## src/rtl/serial_adder_pkg.sv

```systemverilog
// -----------------------------------------------------------------------------
// serial_adder_pkg
// Shared definitions for the bit-serial adder: FSM state encodings and the
// default operand width.
// -----------------------------------------------------------------------------
package serial_adder_pkg;

  // Default operand / sum width in bits.
  localparam int ADDER_WIDTH_DEF = 8;

  // Controller states. Encoding 2'd3 is unused and recovers to ST_IDLE.
  typedef enum logic [1:0] {
    ST_IDLE = 2'd0,
    ST_RUN  = 2'd1,
    ST_DONE = 2'd2
  } state_e;

endpackage : serial_adder_pkg

```

## src/rtl/fa_dec_cell.sv

```systemverilog
// -----------------------------------------------------------------------------
// fa_dec_cell
// Purely combinational full-adder cell built from a one-hot decode of the
// three input bits.
//
// Ports:
//   x, y  (in)  : addend bits
//   ci    (in)  : carry in
//   s     (out) : sum bit   = OR of minterms 1,2,4,7
//   co    (out) : carry out = OR of minterms 3,5,6,7
// -----------------------------------------------------------------------------
module fa_dec_cell (
  input  logic x,
  input  logic y,
  input  logic ci,
  output logic s,
  output logic co
);

  logic [2:0] idx_s;
  logic [7:0] dec_s;

  // One-hot decode of {x,y,ci} and minterm OR-planes for sum and carry.
  always_comb begin
    idx_s = {x, y, ci};
    dec_s = 8'b0000_0001 << idx_s;
    s     = |(dec_s & 8'b1001_0110);
    co    = |(dec_s & 8'b1110_1000);
  end

endmodule : fa_dec_cell

```

## src/rtl/serial_adder_dec.sv

```systemverilog
// -----------------------------------------------------------------------------
// serial_adder_dec
// Bit-serial adder: one full-adder cell processes one bit per clock, LSB
// first, with a registered carry. sum/cout only change on entry to DONE.
//
// Parameters:
//   WIDTH : operand and sum width, 2..64
//
// Ports:
//   clk   (in)  : clock, rising edge
//   rst   (in)  : synchronous active-high reset, overrides start
//   start (in)  : request, sampled only in IDLE
//   a, b  (in)  : operands, sampled with start
//   cin   (in)  : carry in, sampled with start
//   sub   (in)  : subtract select, sampled with start (SERIAL_ADDER_SUB_EN only)
//   busy  (out) : high while in RUN
//   done  (out) : one-cycle pulse when sum/cout become valid
//   sum   (out) : result, held until the next done
//   cout  (out) : final carry (no-borrow flag when subtracting)
//
// Build option: define SERIAL_ADDER_SUB_EN to add the sub port and a-b mode.
// -----------------------------------------------------------------------------
module serial_adder_dec
  import serial_adder_pkg::*;
#(
  parameter int WIDTH = ADDER_WIDTH_DEF
) (
  input  logic             clk,
  input  logic             rst,
  input  logic             start,
  input  logic [WIDTH-1:0] a,
  input  logic [WIDTH-1:0] b,
  input  logic             cin,
`ifdef SERIAL_ADDER_SUB_EN
  input  logic             sub,
`endif
  output logic             busy,
  output logic             done,
  output logic [WIDTH-1:0] sum,
  output logic             cout
);

  localparam int CW = $clog2(WIDTH);
  localparam logic [CW-1:0] CNT_LAST = CW'(WIDTH - 1);

  state_e           state_q, state_d;
  logic [WIDTH-1:0] opa_q, opa_d;
  logic [WIDTH-1:0] opb_q, opb_d;
  logic [WIDTH-1:0] res_q, res_d;
  logic [WIDTH-1:0] sum_q, sum_d;
  logic [CW-1:0]    cnt_q, cnt_d;
  logic             carry_q, carry_d;
  logic             cout_q, cout_d;
  logic             busy_q, busy_d;
  logic             done_q, done_d;
  logic             cell_s, cell_co;

  fa_dec_cell u_cell (
    .x  (opa_q[0]),
    .y  (opb_q[0]),
    .ci (carry_q),
    .s  (cell_s),
    .co (cell_co)
  );

  // Next-state, datapath and registered-output computation.
  always_comb begin
    state_d = state_q;
    opa_d   = opa_q;
    opb_d   = opb_q;
    res_d   = res_q;
    sum_d   = sum_q;
    cnt_d   = cnt_q;
    carry_d = carry_q;
    cout_d  = cout_q;

    case (state_q)
      ST_IDLE: begin
        if (start) begin
          opa_d   = a;
          cnt_d   = {CW{1'b0}};
`ifdef SERIAL_ADDER_SUB_EN
          // Two's-complement subtract: a + ~b + 1.
          opb_d   = sub ? ~b : b;
          carry_d = sub ? 1'b1 : cin;
`else
          opb_d   = b;
          carry_d = cin;
`endif
          state_d = ST_RUN;
        end else begin
          state_d = ST_IDLE;
        end
      end
      ST_RUN: begin
        // Sum bits enter at the MSB so the LSB lands at bit 0 after WIDTH shifts.
        res_d   = {cell_s, res_q[WIDTH-1:1]};
        carry_d = cell_co;
        opa_d   = {1'b0, opa_q[WIDTH-1:1]};
        opb_d   = {1'b0, opb_q[WIDTH-1:1]};
        cnt_d   = cnt_q + CW'(1'b1);
        if (cnt_q == CNT_LAST) begin
          sum_d   = {cell_s, res_q[WIDTH-1:1]};
          cout_d  = cell_co;
          state_d = ST_DONE;
        end else begin
          state_d = ST_RUN;
        end
      end
      ST_DONE: begin
        state_d = ST_IDLE;
      end
      default: begin
        state_d = ST_IDLE;
      end
    endcase

    // Status flags are registered from the next state so they align with it.
    busy_d = (state_d == ST_RUN);
    done_d = (state_d == ST_DONE);
  end

  // State and datapath registers with synchronous reset.
  always_ff @(posedge clk) begin
    if (rst) begin
      state_q <= ST_IDLE;
      opa_q   <= {WIDTH{1'b0}};
      opb_q   <= {WIDTH{1'b0}};
      res_q   <= {WIDTH{1'b0}};
      sum_q   <= {WIDTH{1'b0}};
      cnt_q   <= {CW{1'b0}};
      carry_q <= 1'b0;
      cout_q  <= 1'b0;
      busy_q  <= 1'b0;
      done_q  <= 1'b0;
    end else begin
      state_q <= state_d;
      opa_q   <= opa_d;
      opb_q   <= opb_d;
      res_q   <= res_d;
      sum_q   <= sum_d;
      cnt_q   <= cnt_d;
      carry_q <= carry_d;
      cout_q  <= cout_d;
      busy_q  <= busy_d;
      done_q  <= done_d;
    end
  end

  assign busy = busy_q;
  assign done = done_q;
  assign sum  = sum_q;
  assign cout = cout_q;

endmodule : serial_adder_dec

```

## config.mk

```make
export PLATFORM = sky130hd
export DESIGN_NAME = serial_adder_dec
export DESIGN_NICKNAME = d
export VERILOG_FILES = /design/src/rtl/serial_adder_pkg.sv /design/src/rtl/fa_dec_cell.sv /design/src/rtl/serial_adder_dec.sv
export SDC_FILE = /design/constraint.sdc
export NUM_CORES = 1
export LEC_CHECK = 0
export ABC_AREA = 1
export CAP_MARGIN = 10
export CORE_ASPECT_RATIO = 0.5
export CORE_MARGIN = 4
export CORE_UTILIZATION = 45
export CTS_BUF_LIST = sky130_fd_sc_hd__clkbuf_4 sky130_fd_sc_hd__clkbuf_8 sky130_fd_sc_hd__clkbuf_16
export DETAILED_ROUTE_END_ITERATION = 12
export GPL_TIMING_DRIVEN = 0
export PLACE_DENSITY_LB_ADDON = 0.05
export SYNTH_ARGS = -nofsm -noshare
export SYNTH_HDL_FRONTEND = slang
export SYNTH_SLANG_ARGS = --single-unit
```

## constraint.sdc

```tcl
create_clock -name clk -period 1.9 [get_ports clk]
set_input_delay 0.38 -clock clk [delete_from_list [all_inputs] [get_ports clk]]
set_output_delay 0.38 -clock clk [all_outputs]
set_load 0.02 [all_outputs]
```

==> impl_metrics.tcl <==
set metrics [dict create \
    status "complete, no violations" \
    crit_fanout 2 \
    postLayoutCellArea_sq_um 2325 \
    nFillCells 371 \
    cts_tree "done" \
    vias 1606 \
    drc 0 \
    cts_buffers 5 \
    syn-num-nets 287 \
    yosysTopAreaCell "dfxtp_1" \
    synth.avg_cell_area_sq_um 6.962 \
    drtIter0Drc 69 \
    cts.sinks 40 \
    placed_area_sq_um 2196 \
    postRouteAntennaNets 0 \
    cts_resized 0 \
    netlist-cell-type-count 17 \
    synth_commonest_cells "nand2_1, nor2_1, dfxtp_1" \
    cap_violations 0 \
    worstPathArrival_ns 1.24 \
    numPortBuffers 29 \
    die_w_um 98.38 \
    max_freq_mhz 619.1 \
    nets 323 \
    initial_core_util 0.4684 \
    routedWlPerCell_um 10.78 \
    leakagePower_nw 1.095 \
    yosysTopAreaCellShare 0.4357 \
    ys.warnings.count 0 \
    clock_path_buffers 2 \
    ir_drop_uv 438.6 \
    fp-row-count 16 \
    critPathTopFamily "buffers and inverters" \
    clock_skew_ns 0.002786 \
    insertion_delay_ns 0.29 \
    crit_type "flop to primary output" \
    seq_area_frac_synth 0.4357 \
    drive_above_1_share 0.1200 \
    finalSetupViolCount 0 \
    antenna_found_initial 0 \
    syn_inst 264 \
    hold_viol_final 0 \
    die_y_um 53.19 \
    timing.final.crit_share 0.8502 \
    post-cts-setup-buffers 0 \
    coreArea_sq_um 3924 \
    ctsHoldBuffers 0 \
    grt_first_pass_wirelength_um 6486 \
    dieArea_sq_um 5233 \
    firstDrtPassIters 4 \
    max_slew.worst_pin.slew_ns 0.2885 \
    cpPeakStageDelay_ns 0.60 \
    synth_area_leaders "dfxtp_1, nand2_1, nor2_1" \
    vias_per_cell 4.537 \
    finalMaxSlewViolations 0 \
    path_cells "clkdlybuf4s50_1" \
    finalSetupTns_ns 0 \
    critPathLaunchType "flop" \
    grt_max_degree 13 \
    area_growth_pct 26.48 \
    ys_ff_latch 40 \
    final_util 0.5925 \
    hold_path_class "input pin to flop" \
    grt-ovfl-total 0 \
    hpwl_um 2722 \
    grt_util_all_layers 0.1615 \
    crit_required_ns 1.52 \
    async_flop_share 0 \
    rsz0062_at_grt "false" \
    power_density_nw_per_um2 870.9 \
    cts.htree.levels 2 \
    routed_wl_um 3815 \
    fin_crit_ns 1.615 \
    critPathSlowestCell "clkdlybuf4s50_1" \
    first_global_vias 1388 \
    cts_root_buf "clkbuf_8" \
    clk_pin_slew_ns 0.08 \
    ys.flop_type "dfxtp_1" \
    ios 31 \
    netlist_area_sq_um 1838 \
    path_buf_inv 1 \
    synth_edf_count 0 \
    antenna_cells 0 \
    end_kind "primary output" \
    gp_congestion 0.7535 \
    yosysMostFrequentCell "nand2_1" \
    max-slew-margin-rel 0.8069 \
]
-- kinds of logic (layout without fill, tap and decap cells) --
group,after synthesis,in the layout,synth area share
compound gates,15,15,0.05514
fa+ha+maj,3,3,0.02450
buf+inv,38,74,0.1103
flops,40,40,0.4357
simple gates,168,168,0.3744
-- where the power goes --
group | total (mW) | switching (mW) | internal (mW) | leakage, nW
combinational | 0.280 | 0.151 | 0.129 | 0.703
clock | 0.823 | 0.306 | 0.517 | 0.0642
sequential | 0.921 | 0.0314 | 0.890 | 0.328
total | 2.02 | 0.489 | 1.54 | 1.10
-- final timing paths --
kind                                            start                    end  slack, ns  cells after the start
worst max-delay path                cout$_SDFFE_PP0P_                   cout       0.28                      1
worst min-delay path                              rst  cnt_q[2]$_SDFFE_PP0P_       0.41                      2
worst max register to register  cnt_q[0]$_SDFFE_PP0P_    sum[2]$_SDFFE_PP0P_       0.61                      6
worst min register to register  res_q[4]$_SDFFE_PP0P_    sum[3]$_SDFFE_PP0P_       0.47                      2
-- stage by stage --
step                      cells  worst slack, ns  hold slack (ns)  power, mW
after floorplan             264           0.7467           0.4355      1.130
after global placement      347           0.2744           0.4546      1.216
after detailed placement    347           0.2544           0.4541      1.221
after CTS                   354           0.2801           0.3951      2.037
after global routing        354           0.2332           0.4080      2.126
final                       354           0.2847           0.4059      2.025
-- sequential cells by signal, summed over array words and instances, names as in the netlist --
name,cells
busy,1
carry_q,1
cnt_q,3
cout,1
done,1
opa_q,8
opb_q,8
res_q,7
state_q,2
sum,8
-- metal layers --
layer,vias up,global-route usage,share of wire
li1,867,-,-
met1,700,0.2180,0.51
met2,34,0.2438,0.41
met3,5,0.04868,0.065
met4,0,0.06122,0.012
met5,-,0,0
-- cell type report --
class	instances	area (sq um)	area share
flip-flops and latches	40	800.8	0.3445
well taps	54	67.56	0.02906
inverters	24	90.09	0.03875
plain buffers	14	112.6	0.04844
repair buffers	29	290.3	0.1249
clock buffers	5	68.82	0.02960
clock inverters	2	60.06	0.02583
multi-input cells	186	834.6	0.3590
-- placed cells by master (no fill, tap or decap) --
master	Yosys	layout
a21oi_1	2	2
a21oi_2	4	4
buf_2	6	6
buf_4	2	2
buf_6	6	6
bufinv_16	0	2
clkbuf_8	0	5
clkdlybuf4s50_1	0	29
dfxtp_1	40	40
fa_1	1	1
ha_1	2	2
inv_1	22	22
inv_2	2	2
nand2_1	82	82
nand2_2	6	6
nand3_1	22	22
nor2_1	56	56
nor2_4	2	2
o21ai_0	8	8
o21ai_4	1	1
(Power assumes the default switching activity.)
